### config.mk
export PLATFORM = sky130hd
export DESIGN_NAME = lcd_ctrl
export DESIGN_NICKNAME = d
export VERILOG_FILES = /design/src/rtl/lcd_ctrl.sv
export SDC_FILE = /design/constraint.sdc
export NUM_CORES = 1
export LEC_CHECK = 0
export BUFFER_PORTS_ARGS = -buffer_cell sky130_fd_sc_hd__buf_2
export CORE_MARGIN = 10
export CORE_UTILIZATION = 50
export CTS_CLUSTER_DIAMETER = 60
export DETAILED_ROUTE_END_ITERATION = 6
export GPL_ROUTABILITY_DRIVEN = 1
export PLACE_DENSITY = 0.74
export REMOVE_ABC_BUFFERS = 1
export SKIP_LAST_GASP = 1
export SYNTH_ARGS = -nofsm -noshare
export SYNTH_HDL_FRONTEND = slang
export SYNTH_SLANG_ARGS = --single-unit
export TNS_END_PERCENT = 1
### constraint.sdc
create_clock -name i_clk -period 3.1 [get_ports i_clk]
set_input_delay 0.62 -clock i_clk [delete_from_list [all_inputs] [get_ports i_clk]]
set_output_delay 0.62 -clock i_clk [all_outputs]
set_load 0.01 [all_outputs]
### src/rtl/lcd_ctrl.sv
// HD44780-style character-LCD write controller.
// Single-cycle LSU write strobes are queued in a small FIFO and replayed onto
// the LCD pins with setup / enable-pulse / hold / execution timing, so that
// software only needs to poll o_busy / o_full.
//
// Write handshake: i_wr_vld is a one-cycle strobe with no ready return path.
// A strobe is accepted when the FIFO is not full at that edge (o_full low).
// A strobe seen while full is dropped and latches the sticky o_ovf flag.
module lcd_ctrl #(
    parameter int FIFO_DEPTH    = 4,
    parameter int INIT_CYC      = 750000,
    parameter int SETUP_CYC     = 3,
    parameter int EN_HIGH_CYC   = 12,
    parameter int HOLD_CYC      = 1,
    parameter int EXEC_CYC      = 2000,
    parameter int LONG_EXEC_CYC = 82000
) (
    input  logic                          i_clk,
    input  logic                          i_reset,
    input  logic                          i_wr_vld,
    input  logic                          i_wr_rs,
    input  logic [7:0]                    i_wr_data,
    input  logic                          i_lcd_on,
    output logic                          o_busy,
    output logic                          o_full,
    output logic                          o_ovf,
    output logic [$clog2(FIFO_DEPTH):0]   o_level,
    output logic                          o_lcd_on,
    output logic                          o_lcd_rs,
    output logic                          o_lcd_rw,
    output logic                          o_lcd_en,
    output logic [7:0]                    o_lcd_data
);

    localparam int AW = $clog2(FIFO_DEPTH);
    localparam int CW = AW + 1;

    // Down-counter reload values (each timed state lasts N cycles).
    localparam logic [31:0] INIT_LD  = 32'(INIT_CYC - 1);
    localparam logic [31:0] SETUP_LD = 32'(SETUP_CYC - 1);
    localparam logic [31:0] EN_LD    = 32'(EN_HIGH_CYC - 1);
    localparam logic [31:0] HOLD_LD  = 32'(HOLD_CYC - 1);
    localparam logic [31:0] EXEC_LD  = 32'(EXEC_CYC - 1);
    localparam logic [31:0] LONG_LD  = 32'(LONG_EXEC_CYC - 1);

    typedef enum logic [2:0] {
        S_INIT_WAIT = 3'd0,
        S_IDLE      = 3'd1,
        S_SETUP     = 3'd2,
        S_EN_HIGH   = 3'd3,
        S_HOLD      = 3'd4,
        S_EXEC      = 3'd5
    } state_t;

    state_t          r_state;
    logic [31:0]     r_cnt;
    logic            r_rs;
    logic [7:0]      r_data;
    logic            r_en;
    logic            r_lcd_on;
    logic            r_ovf;

    logic [8:0]      r_mem [FIFO_DEPTH];
    logic [AW-1:0]   r_wptr;
    logic [AW-1:0]   r_rptr;
    logic [CW-1:0]   r_count;

    logic            w_full;
    logic            w_push;
    logic            w_pop;
    logic [8:0]      w_head;
    logic            w_long;

    assign w_full = (r_count == CW'(FIFO_DEPTH));
    assign w_push = i_wr_vld && !w_full;
    assign w_pop  = (r_state == S_IDLE) && (r_count != '0);
    assign w_head = r_mem[r_rptr];

    // Clear and return-home (0x01..0x03 as commands) need the long execution time.
    assign w_long = !r_rs && ((r_data == 8'h01) || (r_data == 8'h02) || (r_data == 8'h03));

    // FIFO storage; contents need no reset since the count gates every read.
    always_ff @(posedge i_clk) begin
        if (w_push) begin
            r_mem[r_wptr] <= {i_wr_rs, i_wr_data};
        end
    end

    // FIFO pointers, occupancy and sticky overflow flag.
    always_ff @(posedge i_clk or posedge i_reset) begin
        if (i_reset) begin
            r_wptr  <= '0;
            r_rptr  <= '0;
            r_count <= '0;
            r_ovf   <= 1'b0;
        end else begin
            if (w_push) begin
                r_wptr <= r_wptr + AW'(1);
            end
            if (w_pop) begin
                r_rptr <= r_rptr + AW'(1);
            end
            case ({w_push, w_pop})
                2'b10:   r_count <= r_count + CW'(1);
                2'b01:   r_count <= r_count - CW'(1);
                default: r_count <= r_count;
            endcase
            // A strobe while full is lost even if a pop frees a slot this cycle.
            if (i_wr_vld && w_full) begin
                r_ovf <= 1'b1;
            end
        end
    end

    // Pin-timing sequencer with registered RS / DATA / EN outputs.
    always_ff @(posedge i_clk or posedge i_reset) begin
        if (i_reset) begin
            r_state <= S_INIT_WAIT;
            r_cnt   <= INIT_LD;
            r_rs    <= 1'b0;
            r_data  <= 8'h00;
            r_en    <= 1'b0;
        end else begin
            case (r_state)
                S_INIT_WAIT: begin
                    if (r_cnt == '0) begin
                        r_state <= S_IDLE;
                    end else begin
                        r_cnt <= r_cnt - 32'd1;
                    end
                end
                S_IDLE: begin
                    if (w_pop) begin
                        r_rs    <= w_head[8];
                        r_data  <= w_head[7:0];
                        r_cnt   <= SETUP_LD;
                        r_state <= S_SETUP;
                    end
                end
                S_SETUP: begin
                    if (r_cnt == '0) begin
                        r_en    <= 1'b1;
                        r_cnt   <= EN_LD;
                        r_state <= S_EN_HIGH;
                    end else begin
                        r_cnt <= r_cnt - 32'd1;
                    end
                end
                S_EN_HIGH: begin
                    if (r_cnt == '0) begin
                        r_en    <= 1'b0;
                        r_cnt   <= HOLD_LD;
                        r_state <= S_HOLD;
                    end else begin
                        r_cnt <= r_cnt - 32'd1;
                    end
                end
                S_HOLD: begin
                    if (r_cnt == '0) begin
                        r_cnt   <= w_long ? LONG_LD : EXEC_LD;
                        r_state <= S_EXEC;
                    end else begin
                        r_cnt <= r_cnt - 32'd1;
                    end
                end
                S_EXEC: begin
                    if (r_cnt == '0) begin
                        r_state <= S_IDLE;
                    end else begin
                        r_cnt <= r_cnt - 32'd1;
                    end
                end
                default: begin
                    r_en    <= 1'b0;
                    r_cnt   <= INIT_LD;
                    r_state <= S_INIT_WAIT;
                end
            endcase
        end
    end

    // Registered panel-enable level.
    always_ff @(posedge i_clk or posedge i_reset) begin
        if (i_reset) begin
            r_lcd_on <= 1'b0;
        end else begin
            r_lcd_on <= i_lcd_on;
        end
    end

    assign o_busy     = (r_state != S_IDLE) || (r_count != '0);
    assign o_full     = w_full;
    assign o_ovf      = r_ovf;
    assign o_level    = r_count;
    assign o_lcd_on   = r_lcd_on;
    assign o_lcd_rs   = r_rs;
    assign o_lcd_rw   = 1'b0;
    assign o_lcd_en   = r_en;
    assign o_lcd_data = r_data;

endmodule
## Yosys cells after proc, flatten, opt, wreduce, memory -nomap -nowiden

Memories as Yosys holds them, arrays and structs flattened. A register that Yosys moved wholly into a read port is not among the register bits.
Cells that the tools add are included.

- Reduce and logical (&&, ||, !) cells: 19
- Bitwise operators: 1
- $add $sub $neg: 5
- Equal/unequal tests: 18
- Multiplexer cells: 19

Operator list:

| cell | number |
|---|---|
| 32-bit 2-to-1 mux | 5 |
| 32-bit one-hot mux with 5 select lines | 1 |
| 32-bit logical NOT | 1 |
| 32-bit by 1-bit subtractor with 32-bit output, second input constant | 1 |
| 17-bit 2-to-1 mux | 1 |
| 8-bit by 2-bit equality test with 1-bit output, second input constant | 2 |
| 3-bit 2-to-1 mux | 5 |
| 3-bit one-hot mux with 5 select lines | 1 |
| 2-bit inequality test, second input constant | 5 |
| 3-bit equality test, second input constant | 3 |
| 8-bit by 1-bit equality test with 1-bit output, second input constant | 1 |
| 3-bit by 2-bit equality test with 1-bit output, second input constant | 2 |
| 3-bit one-hot mux with 2 select lines | 1 |
| 5-bit AND reduction | 1 |
| 2-bit by 1-bit adder with 2-bit output, second input constant | 2 |
| 1-bit logical AND | 4 |
| 1-bit 2-to-1 mux | 4 |
| 2-bit AND reduction | 2 |
| 4-bit OR reduction | 1 |
| 3-bit by 1-bit adder with 3-bit output, second input constant | 1 |
| 3-bit by 1-bit equality test with 1-bit output, second input constant | 1 |
| 3-bit logical NOT | 1 |
| 1-bit logical OR | 3 |
| 3-bit by 1-bit inequality test with 1-bit output, second input constant | 1 |
| 11 further kinds | 12 |

- Bits of input ports: 13
- RAM bits: 36
- Logic and storage cells: 71
- Register bits after elaboration: 45
- Memories kept: 1

Memories:

| name | words | bits a word | read ports | clocked after memory_dff | wr ports | RTL line | RTL |
|---|---|---|---|---|---|---|---|
| r_mem | 4 | 9 | 1 | 1 | 1 | 63 | `logic [8:0] r_mem [FIFO_DEPTH];` |

## Longest topological paths before layout

- Depth after elaboration: 7
- Mapped depth: 11

## Worst setup path before layout

No wires, ideal clock.

- Kind: flip-flop to flip-flop
- Start point: reg r_cnt[23]
- End point: reg r_cnt[22]
- Cell stages (with the launch flop): 8
- Arrival: 2578 ps
- Library setup time: 128 ps
- Slack: 394 ps
- Data required time: 2972 ps
- Cells stage by stage: dfrtp_1 > or4_4 > or4_4 > nor4_4 > a21oi_2 > buf_2 > a31oi_1 > o22ai_1

- Word-level cells in the longest chain between the ends: 3

RTL lines:

| what | RTL line | RTL |
|---|---|---|
| from (decl) | 56 | `logic [31:0] r_cnt;` |
| from (signal assigned) | 129 | `r_cnt <= r_cnt - 32'd1;` |
| from (signal assigned) | 146 | `r_cnt <= r_cnt - 32'd1;` |
| from (signal assigned) | 155 | `r_cnt <= r_cnt - 32'd1;` |
| 32-bit logical NOT (*) | - |  |
| 32-bit 2-to-1 mux (tied with other cells) | 159 | `if (r_cnt == '0) begin` |
| 32-bit one-hot mux with 5 select lines or 2-bit AND reduction (tied branches) | - |  |

Every way passes the cells marked *; elsewhere a longest branch is shown, timed or not.
A chain may end at the register's enable or synchronous reset.

## Worst setup path after layout

- Start point: reg r_cnt[0]
- End point: reg r_cnt[20]

- Word-level cells in the longest chain between the ends: 3

RTL lines:

| what | RTL line |
|---|---|
| 32-bit by 1-bit subtractor with 32-bit output or 32-bit logical NOT (tied branches) | - |
| 32-bit 2-to-1 mux (tied with other cells) | 126, 167 |
| 32-bit one-hot mux with 5 select lines or 2-bit AND reduction (tied branches) | - |

Parallel ways exist; a longest one is shown, timed or not. The select of a mux whose other input is x is not followed.

==> Implementation_results.wiki <==
{| class="wikitable"
! Metric !! Value
|-
| Setup TNS || 0 ps
|-
| Antenna violations before repair || 0
|-
| Buffer cell driving the clock tree root || sky130_fd_sc_hd__clkbuf_8
|-
| Area after detailed placement || 4763 um2
|-
| Die H || 114.5 um
|-
| Upper clock frequency limit || 0.3423 GHz
|-
| Maximum clock path buffer count || 2
|-
| Number of maximum-capacitance violations || 0
|-
| Synthesis-to-finish area growth || 11.46%
|-
| Power Density || 881.5 nW/um2
|-
| Most frequent cells after synthesis || sky130_fd_sc_hd__dfrtp_1 (41), sky130_fd_sc_hd__edfxtp_1 (36), sky130_fd_sc_hd__nand2_1 (28)
|-
| Row count || 34
|-
| Average routed wire per standard cell || 18.05 um
|-
| DRC errors left || 0
|-
| Worst slack after detailed placement || 184.7 ps
|-
| Peak ir drop on the vdd network || 0.0004634 V
|-
| Initial Utilization || 51.21%
|-
| Run status || finished, final reports clean
|-
| Final critical delay including setup and external delays || 2921 ps
|-
| Synth warn || 0
|-
| Top_reg_cell synth || sky130_fd_sc_hd__dfrtp_1
|-
| Worst hold start || i_lcd_on
|-
| Global placement routability congestion || 0.8920
|-
| Proportion of layout cells with a drive suffix above 1 || 23.79%
|-
| Hold-fix buffers, CTS || 0
|-
| Die footprint || 13110 um2
|-
| Nature of the critical path endpoint || flip-flop
|-
| Number of nets with antenna violations after routing || 0
|-
| Period Utilization, post-route || 94.24%
|-
| Static Leakage || 2.041 nW
|-
| Sequential share of power || 48.1%
|-
| Critical Path AT || 3180 ps
|-
| Violation count after the first detailed-routing iteration || 238
|-
| Worst R2R Start || r_cnt[0]
|-
| Worst-path maximum fanout || 8
|-
| Wire length of the first global-routing pass || 16.35 mm
|-
| Register area share after synthesis || 54.83%
|-
| Net switching share of the total power || 37.85%
|-
| Pin count of the biggest net entering global routing || 55
|-
| Internal cell power || 2.727 mW
|-
| Worst slew margin relative to its limit || 35.96%
|-
| End-of-flow core utilization || 57.07%
|-
| Combinational cell fraction of total power || 34.9%
|-
| Via count of the first global-routing pass || 3184
|-
| Skew final || 12.30 ps
|-
| Count of pins over their slew limit || 0
|-
| Power dissipated by switching net loads || 1.661 mW
|-
| Number of nets in the layout || 448
|-
| Area leader, netlist || sky130_fd_sc_hd__edfxtp_1
|-
| Number of levels the H-tree was split into || 3
|-
| GR Overflow Total || 0
|-
| Clock tree from TritonCTS || done
|-
| Placed cells || 523
|-
| Insertion delay of the later-clocked pin in the worst-skew pair || 360 ps
|-
| Core ar. || 8721 um2
|-
| Highest cell delay on the worst timing path || 780 ps
|-
| Type of element launching the critical path || flip-flop
|-
| Number of CTS-inserted buffers || 9
|-
| Share of synthesized flip-flops with an asynchronous set or reset || 60.00%
|-
| Worst setup path start || r_cnt[0]
|-
| Data required time of the worst path || 3360 ps
|-
| Clock transition at the register clock pins on the worst setup and hold paths after CTS || 90 ps
|-
| Fill cell total of the finished layout || 699
|-
| EDFF count, synth || 36
|-
| Syn Std Cell Area || 4466 um2
|-
| Gate count of the mapped netlist || 395
|-
| Post-Route WL || 9.765 mm
|-
| I/O pin count || 31
|-
| Final setup slack of the worst path || 178.5 ps
|-
| Slew at the pin closest to its max-slew limit || 953.3 ps
|-
| Number of iterations in the first detailed-routing pass || 4
|-
| Summed area of non-filler cells in the final layout || 4977 um2
|-
| Number of endpoints with negative hold slack in the final report || 0
|-
| Type of the setup path with the least slack || flip-flop to flip-flop
|-
| Post-DP HPWL || 6.853 mm
|-
| Cell types with the largest area share after synthesis || sky130_fd_sc_hd__edfxtp_1 (24%), sky130_fd_sc_hd__dfrtp_1 (23%), sky130_fd_sc_hd__dfstp_2 (7.6%)
|-
| Max stage delay cell, worst path || sky130_fd_sc_hd__nor3_1
|-
| Flip-flop and latch count after synthesis || 90
|-
| CP Cell Sequence || inv_1, ha_1, or4b_2, nor3_1, and4_1, nor3_1, buf_4, a31oi_1, a31oi_1
|-
| Crit path buf inv count || 2
|-
| Die Wd || 114.5 um
|-
| Overall power || 4.388 mW
|-
| Total global routing track utilization || 15.30%
|-
| Post-route non-filler standard cell count || 541
|-
| Unrepaired setup endpoints after global routing || true
|-
| Min Hold Slack || 366.3 ps
|-
| # setup viols final || 0
|-
| Number of sinks driven by the clock tree || 90
|-
| Post-synth top area share || 24.21%
|-
| Number of distinct library cells after synthesis || 61
|-
| Worst hold path class || input port to flip-flop
|-
| Buffers added on ports || 29
|-
| Largest delay contributor family on the critical path || simple AND/OR/NAND/NOR gates
|-
| Via count normalized by instance count || 6.140
|-
| Overall via count from detail_route || 3322
|-
| Part of the total power dissipated in the clock network || 17.0%
|-
| Diode count || 0
|-
| Most common cell in the synthesized netlist || sky130_fd_sc_hd__dfrtp_1
|-
| Per-instance average area after synthesis || 11.31 um2
|}
flip-flops by register name, indices dropped and copies added, names as in the netlist, 2 cells and up:
name	count
r_mem	36
r_state	3
o_level	3
r_wptr	2
o_lcd_data	8
r_rptr	2
r_cnt	32
placed cells by master (no fill, tap or decap), types with 4 or more instances in the layout:
cell type                   count
sky130_fd_sc_hd__dfrtp_1       41
sky130_fd_sc_hd__edfxtp_1      36
sky130_fd_sc_hd__buf_2         29
sky130_fd_sc_hd__nand2_1       28
sky130_fd_sc_hd__nor2_1        23
sky130_fd_sc_hd__nor3_1        17
sky130_fd_sc_hd__inv_1         17
sky130_fd_sc_hd__o21ai_0       15
sky130_fd_sc_hd__a21oi_1       15
sky130_fd_sc_hd__a31oi_1       14
sky130_fd_sc_hd__buf_4         14
sky130_fd_sc_hd__nand3_1       13
sky130_fd_sc_hd__dfstp_2       13
sky130_fd_sc_hd__mux4_2         9
sky130_fd_sc_hd__mux2_2         9
sky130_fd_sc_hd__or3_1          9
sky130_fd_sc_hd__clkbuf_8       9
sky130_fd_sc_hd__nand4_1        8
sky130_fd_sc_hd__nor4_1         7
sky130_fd_sc_hd__nand2b_1       6
sky130_fd_sc_hd__o22ai_1        6
sky130_fd_sc_hd__o31ai_1        6
sky130_fd_sc_hd__ha_1           6
sky130_fd_sc_hd__or4_1          5
sky130_fd_sc_hd__and2_1         5
sky130_fd_sc_hd__o2111ai_1      5
sky130_fd_sc_hd__nand3b_1       5
sky130_fd_sc_hd__nor2b_1        4
sky130_fd_sc_hd__mux2i_1        4
sky130_fd_sc_hd__a22oi_1        4
sky130_fd_sc_hd__inv_6          4
power groups by stage:
stage          clock, mW  combinational, mW  sequential (mW)
2_1_floorplan          0               1.05             2.06
3_3_place_gp           0               1.48             2.11
3_5_place_dp           0               1.53             2.13
4_1_cts            0.764               1.53             2.11
5_1_grt            0.816               1.71             2.17
6_report           0.748               1.53             2.11
final cells by class:
| cell class | count | area, um2 | area share, % |
|---|---|---|---|
| sequential | 90 | 2449 | 49.20 |
| multi-input combinational | 265 | 1874 | 37.66 |
| timing repair buffer | 44 | 270.3 | 5.430 |
| tap | 108 | 135.1 | 2.715 |
| clock buffer | 9 | 123.9 | 2.489 |
| inverter | 18 | 67.56 | 1.357 |
| clock inverter | 7 | 57.56 | 1.156 |
path summary, 6_finish.rpt:
check                      slack [ps]  cells after the start        end
max                               180                      9  r_cnt[20]
min                               370                      1   o_lcd_on
max reg2reg                       180                      9  r_cnt[20]
min reg2reg                       470                      1      o_ovf
max in group asynchronous        2190                      3  r_cnt[10]
min in group asynchronous         430                      3   o_lcd_on
worst reg2reg max path, stage by stage, from the launching register on:
cell                      delay, ps
sky130_fd_sc_hd__dfstp_2        600
sky130_fd_sc_hd__inv_1           60
sky130_fd_sc_hd__ha_1           260
sky130_fd_sc_hd__or4b_2         250
sky130_fd_sc_hd__nor3_1          60
sky130_fd_sc_hd__and4_1         260
sky130_fd_sc_hd__nor3_1         780
sky130_fd_sc_hd__buf_4          290
sky130_fd_sc_hd__a31oi_1         90
sky130_fd_sc_hd__a31oi_1        190
repair_timing:
action | in CTS | in global routing
buffers inserted | 0 | 2
endpoints found under the setup margin | 0 | 11
resized for setup | 0 | 3
per-layer routing:
metal | vias to the layer above | global-route usage (%) | routed length (um)
li1 | 1565 | - | -
met1 | 1629 | 20.98 | 4348
met2 | 121 | 23.59 | 4704
met3 | 7 | 3.616 | 617
met4 | 0 | 4.344 | 94
met5 | - | 0 | 0
kinds of logic after synthesis:
family / count (synthesis) / synth area share (%)
mux: 22 / 7.705
other cells: 1 / 0.08398
buf+inv: 40 / 3.698
fa+ha+maj: 7 / 2.129
flops: 90 / 54.83
simple gates: 143 / 17.51
xor+xnor: 6 / 1.177
compound gates: 86 / 12.86
(Power assumes the default switching activity.)
